File: config.mk
export PLATFORM = sky130hd
export DESIGN_NAME = scan_sequencer
export DESIGN_NICKNAME = d
export VERILOG_FILES = /design/src/rtl/scan_pkg.sv /design/src/rtl/dwell_timer.sv /design/src/rtl/scan_sequencer.sv
export SDC_FILE = /design/constraint.sdc
export NUM_CORES = 1
export LEC_CHECK = 0
export CAP_MARGIN = 20
export CELL_PAD_IN_SITES_DETAIL_PLACEMENT = 1
export CELL_PAD_IN_SITES_GLOBAL_PLACEMENT = 2
export CORE_MARGIN = 3
export CORE_UTILIZATION = 35
export CTS_BUF_LIST = sky130_fd_sc_hd__clkbuf_8
export DETAILED_ROUTE_END_ITERATION = 10
export GPL_ROUTABILITY_DRIVEN = 1
export PLACE_DENSITY_LB_ADDON = 0.05
export SYNTH_ARGS = -nofsm -noshare
export SYNTH_HDL_FRONTEND = slang
export SYNTH_SLANG_ARGS = --single-unit
File: constraint.sdc
create_clock -name clk -period 2 [get_ports clk]
set_clock_uncertainty 0.15 [all_clocks]
set_input_delay 0.3 -clock clk [delete_from_list [all_inputs] [get_ports clk]]
set_output_delay 0.3 -clock clk [all_outputs]
set_load 0.005 [all_outputs]
File: src/rtl/scan_pkg.sv
// Shared types and sizing helpers for the scan sequencer and its dwell timer.
package scan_pkg;

   typedef enum logic [1:0] {
      IDLE   = 2'd0,
      BLANK  = 2'd1,
      ACTIVE = 2'd2
   } state_t;

   localparam int SEL_W_DEF = 3;

   // Bits needed to hold the larger of the two reload values plus one.
   function automatic int timer_w(input int dwell, input int blank);
      int m;
      m = (dwell > blank) ? dwell : blank;
      return (m < 1) ? 1 : $clog2(m + 1);
   endfunction

endpackage

File: src/rtl/dwell_timer.sv
// Loadable down-counter; holds at zero until reloaded.
module dwell_timer #(
   parameter int W = 4
) (
   input  logic         clk,
   input  logic         rst_n,
   input  logic         load,
   input  logic [W-1:0] load_val,
   output logic         zero
);

   logic [W-1:0] count;

   always_ff @(posedge clk or negedge rst_n) begin
      if (!rst_n) begin
         count <= '0;
      end else if (load) begin
         count <= load_val;
      end else if (count != '0) begin
         count <= count - 1'b1;
      end
   end

   assign zero = (count == '0);

endmodule

File: src/rtl/scan_sequencer.sv
// Time-multiplexed scan driver for a 3-to-8 decoder: blank gap, then dwell, per slot.
// Defining SCAN_STEP_EN adds a `step` input for single-slot stepping while stopped.
module scan_sequencer
   import scan_pkg::*;
#(
   parameter int SEL_W        = SEL_W_DEF,
   parameter int DWELL_CYCLES = 1000,
   parameter int BLANK_CYCLES = 4
) (
   input  logic             clk,
   input  logic             rst_n,
   input  logic             run,
   input  logic [SEL_W-1:0] last,
`ifdef SCAN_STEP_EN
   input  logic             step,
`endif
   output logic [SEL_W-1:0] sel,
   output logic             en,
   output logic             frame_done
);

   localparam int TW = timer_w(DWELL_CYCLES, BLANK_CYCLES);
   localparam logic [TW-1:0] DWELL_LD = TW'(DWELL_CYCLES - 1);
   localparam logic [TW-1:0] BLANK_LD = (BLANK_CYCLES > 0) ? TW'(BLANK_CYCLES - 1) : '0;
   localparam logic [TW-1:0] SLOT_LD  = (BLANK_CYCLES > 0) ? BLANK_LD : DWELL_LD;

   state_t           state;
   logic [SEL_W-1:0] last_q;
   logic             stepping;
   logic             step_go;
   logic             abort;
   logic             tmr_load;
   logic [TW-1:0]    tmr_val;
   logic             tmr_zero;

`ifdef SCAN_STEP_EN
   assign step_go = step;
`else
   assign step_go = 1'b0;
`endif

   // A stepped slot runs to completion even though run is low.
   assign abort = !run && !stepping;

   always_comb begin
      tmr_load = 1'b0;
      tmr_val  = DWELL_LD;
      case (state)
         IDLE: begin
            if (run || step_go) begin
               tmr_load = 1'b1;
               tmr_val  = SLOT_LD;
            end
         end
         BLANK: begin
            if (!abort && tmr_zero) begin
               tmr_load = 1'b1;
               tmr_val  = DWELL_LD;
            end
         end
         ACTIVE: begin
            if (!abort && tmr_zero) begin
               tmr_load = 1'b1;
               tmr_val  = SLOT_LD;
            end
         end
         default: ;
      endcase
   end

   dwell_timer #(.W(TW)) u_timer (
      .clk      (clk),
      .rst_n    (rst_n),
      .load     (tmr_load),
      .load_val (tmr_val),
      .zero     (tmr_zero)
   );

   always_ff @(posedge clk or negedge rst_n) begin
      if (!rst_n) begin
         state      <= IDLE;
         sel        <= '0;
         en         <= 1'b0;
         frame_done <= 1'b0;
         last_q     <= '0;
         stepping   <= 1'b0;
      end else begin
         frame_done <= 1'b0;
         case (state)
            IDLE: begin
               en <= 1'b0;
               if (run || step_go) begin
                  if (run) begin
                     sel    <= '0;
                     last_q <= last;
                  end else begin
                     stepping <= 1'b1;
                     if (sel == '0) last_q <= last;
                  end
                  if (BLANK_CYCLES == 0) begin
                     state <= ACTIVE;
                     en    <= 1'b1;
                  end else begin
                     state <= BLANK;
                  end
               end
            end
            BLANK: begin
               if (abort) begin
                  state <= IDLE;
                  en    <= 1'b0;
               end else if (tmr_zero) begin
                  state <= ACTIVE;
                  en    <= 1'b1;
               end
            end
            ACTIVE: begin
               if (abort) begin
                  state <= IDLE;
                  en    <= 1'b0;
               end else if (tmr_zero) begin
                  if (sel == last_q) begin
                     sel        <= '0;
                     last_q     <= last;
                     frame_done <= 1'b1;
                  end else begin
                     sel <= sel + 1'b1;
                  end
                  if (stepping) begin
                     state    <= IDLE;
                     en       <= 1'b0;
                     stepping <= 1'b0;
                  end else if (BLANK_CYCLES == 0) begin
                     en <= 1'b1;
                  end else begin
                     state <= BLANK;
                     en    <= 1'b0;
                  end
               end
            end
            default: begin
               state <= IDLE;
               en    <= 1'b0;
            end
         endcase
      end
   end

endmodule

==> metrics.csv <==
metric;value;unit
outcome;completed;
standard-cell row count;20;
DRC violations left;0;
per-cell routed wire length;15.54;microns
most instantiated flip-flop cell in the synthesis netlist;dfrtp_1;
total of hold buffers inserted after clock tree synthesis;0;
share of cells above drive strength 1;0.4041;
signed area change from the synthesized netlist to the final layout;42.04;%
DRT Pass-1 Iters;4;
synthesized instance count;111;
ratio of total power to cell area;1383;mW/mm^2
number of antenna violations at the first check in global routing;0;
EDFF count, synth;0;
Total Routed Length;2953;microns
non-filler instance count after layout;190;
capture instance of the worst register-to-register path;u_timer.count[4]$_DFFE_PN0P_;
H-tree depth reported by CTS;1;
share of power burned in registers;0.315;
fraction of synthesized cell area taken by the top area cell type;0.4215;
transition time at the pin with the least slew margin;471.3;ps
slack of the worst reg-to-reg path;9;ps
number of library cell types mapped by synthesis;38;
gp weighted congestion;0.8168;
Max-Cap Viols;0;
sink count of the clock tree;20;
P_sw;0.0008984;W
worst-case clock buffer depth;2;
CTS Root Buffer Type;clkbuf_8;
proportion of total power due to net switching;0.3851;
GRT overflow;0;
Total Die Area;0.004127;sq mm
async set or reset register ratio after synthesis;1.000;
Worst Path Max Fanout;11;
effective utilization at floorplan;0.3766;
final count of negative-setup-slack endpoints;0;
maximum VDD drop;0.0005782;V
worst setup path class;reg -> reg;
area leader, netlist;dfrtp_1;
Final Core Density;0.5349;
net count reported at finish;159;
worst setup slack after layout;9.409;ps
fraction of the cycle the final worst path needs;0.9953;
number of global-route vias before repair;1017;
number of warnings printed during yosys synthesis;0;
leading cell types in the layout, fill and taps excluded;buf_4, dfrtp_1, clkdlybuf4s50_1, nor2_1, nand2_1;
required time of the critical path;2050;ps
top post-synthesis cells by area;dfrtp_1, ha_1, mux2_1, xnor2_1, xor2_1;
Min Clock Period, post-route;1991;ps
Clk network pwr share;0.138;
via density per instance;5.053;
antenna viol nets, final;0;
logic gate share of total power;0.547;
launch point of the worst reg-to-reg path;u_timer.count[0]$_DFFE_PN0P_;
antenna diode instance count;0;
Min Hold Slack;218.9;ps
half-perimeter wire length after detailed placement;2230;microns
clock edge transition at the registers on the reported setup and hold paths;80;ps
Slew Limit Headroom;0.6846;
setup repair after global routing missed its margin;true;
sequential cell area fraction in the yosys report;0.4215;
Syn Std Cell Area;0.001187;sq mm
Skew-Pair Late Insertion Delay;270;ps
Setup WS pre-CTS;-129.9;ps
PortBufs;10;
cell leakage power;0.7105;nW
post-synthesis area per instance;10.70;sq um
R2R cell count;8;
synthesized netlist net count;123;
via count;960;
CP endpoint kind;flip-flop;
CP startpoint kind;flip-flop;
Pins Over Slew Limit;0;
worst path arrival time;2040;ps
Top Ports;11;
wire length of the first global-routing pass;5064;microns
highest clock rate;502.4;MHz
Final Hold Fails;0;
iteration-0 DRC count of the detailed router;26;
global-route usage over all layers;0.1632;
Post-Place Cells;183;
area of the core region;0.003153;sq mm
die extent in y;64.25;microns
Internal Power;0.001434;W
CTS tree;built;
maximum number of pins on one net before global-route repair;21;
count of state elements after synthesis;20;
Die Wd;64.25;microns
path type of the worst min-delay path;in -> async;
leading cell type in the layout, fill and taps excluded;buf_4;
clock buffers created by TritonCTS;3;
[area by class of cell]
cell class | count | area, sq um
timing repair buffer | 34 | 291.5
inverter | 6 | 22.52
clock buffer | 4 | 55.05
fill | 363 | 1466
sequential | 20 | 500.5
tap | 44 | 55.05
multi-input combinational | 82 | 762.0
[power groups by stage]
stage                     Clock (W)  Combinational (W)  Sequential (W)
final                      0.000322            0.00128        0.000735
after global routing       0.000350            0.00143        0.000761
after global placement            0            0.00103        0.000726
after detailed placement          0            0.00107        0.000726
after floorplan                   0           0.000681        0.000719
after CTS                  0.000340            0.00117        0.000724
[routing by layer]
layer | share of wire | track usage
met1 | 0.44 | 0.1972
met2 | 0.51 | 0.2822
met3 | 0.025 | 0.03866
met4 | 0.017 | 0.05541
met5 | 0 | 0
[worst max-delay path: stages (launching register included)]
cell and delay, ps:
dfrtp_1 370, inv_2 60, ha_4 160, nor4b_4 120, buf_4 160, and3_4 200
buf_8 150, or4_4 420, a21oi_2 120
[synth_stat cells (all sizes together) (3+ instances only)]
library cell	number
or3	3
xnor2	5
ha	6
nor2	7
dfrtp	20
o21ai	9
o31ai	6
nor2b	3
nand2b	3
mux2	4
inv	6
nand2	7
a21oi	3
buf	3
xor2	5
[flip-flops by register name (all words and copies together), names as in the netlist]
signal         count
last_q             3
state              2
frame_done         1
u_timer.count     10
en                 1
sel                3
[through the flow]
step,TNS [ps],area (sq um),power [W]
6_report,0,1687,0.002333
5_1_grt,-350.3,1687,0.002537
4_1_cts,-12.54,1615,0.002230
3_5_place_dp,-616.5,1508,0.001799
3_3_place_gp,-340.5,1508,0.001757
2_1_floorplan,-29.63,1216,0.001400
[cell families (layout without fill, tap and decap cells)]
group	Yosys count	count (layout)	synth area share
AND/OR/NAND/NOR	35	35	0.1897
AO/OA/AOI/OAI	25	25	0.1633
flip-flops	20	20	0.4215
XOR/XNOR	10	10	0.07376
buffers and inverters	9	44	0.03372
adder cells (fa/ha/maj)	6	6	0.06322
multiplexers	6	6	0.05479
[how the worst max path moves through the flow]
stage                                         endpoint  cells after the start  slack, ps                          from
after floorplan                  last_q[0]$_DFFE_PN0P_                      7        -10          state[0]$_DFFE_PN0P_
after global placement    u_timer.count[4]$_DFFE_PN0P_                      8        -70  u_timer.count[0]$_DFFE_PN0P_
after detailed placement  u_timer.count[4]$_DFFE_PN0P_                      8       -130  u_timer.count[0]$_DFFE_PN0P_
after CTS                 u_timer.count[4]$_DFFE_PN0P_                      8         -7  u_timer.count[0]$_DFFE_PN0P_
after global routing      u_timer.count[4]$_DFFE_PN0P_                      8        -40  u_timer.count[0]$_DFFE_PN0P_
final                     u_timer.count[4]$_DFFE_PN0P_                      8          9  u_timer.count[0]$_DFFE_PN0P_
[repair_timing]
| action | in CTS | in global routing |
|---|---|---|
| buffers inserted | 2 | 3 |
| resized for setup | 7 | 17 |
| cloned | 0 | 0 |
| setup endpoints to repair | 13 | 15 |
| pin swaps | 5 | 6 |
Note: power is estimated with default switching activity, not from simulation.
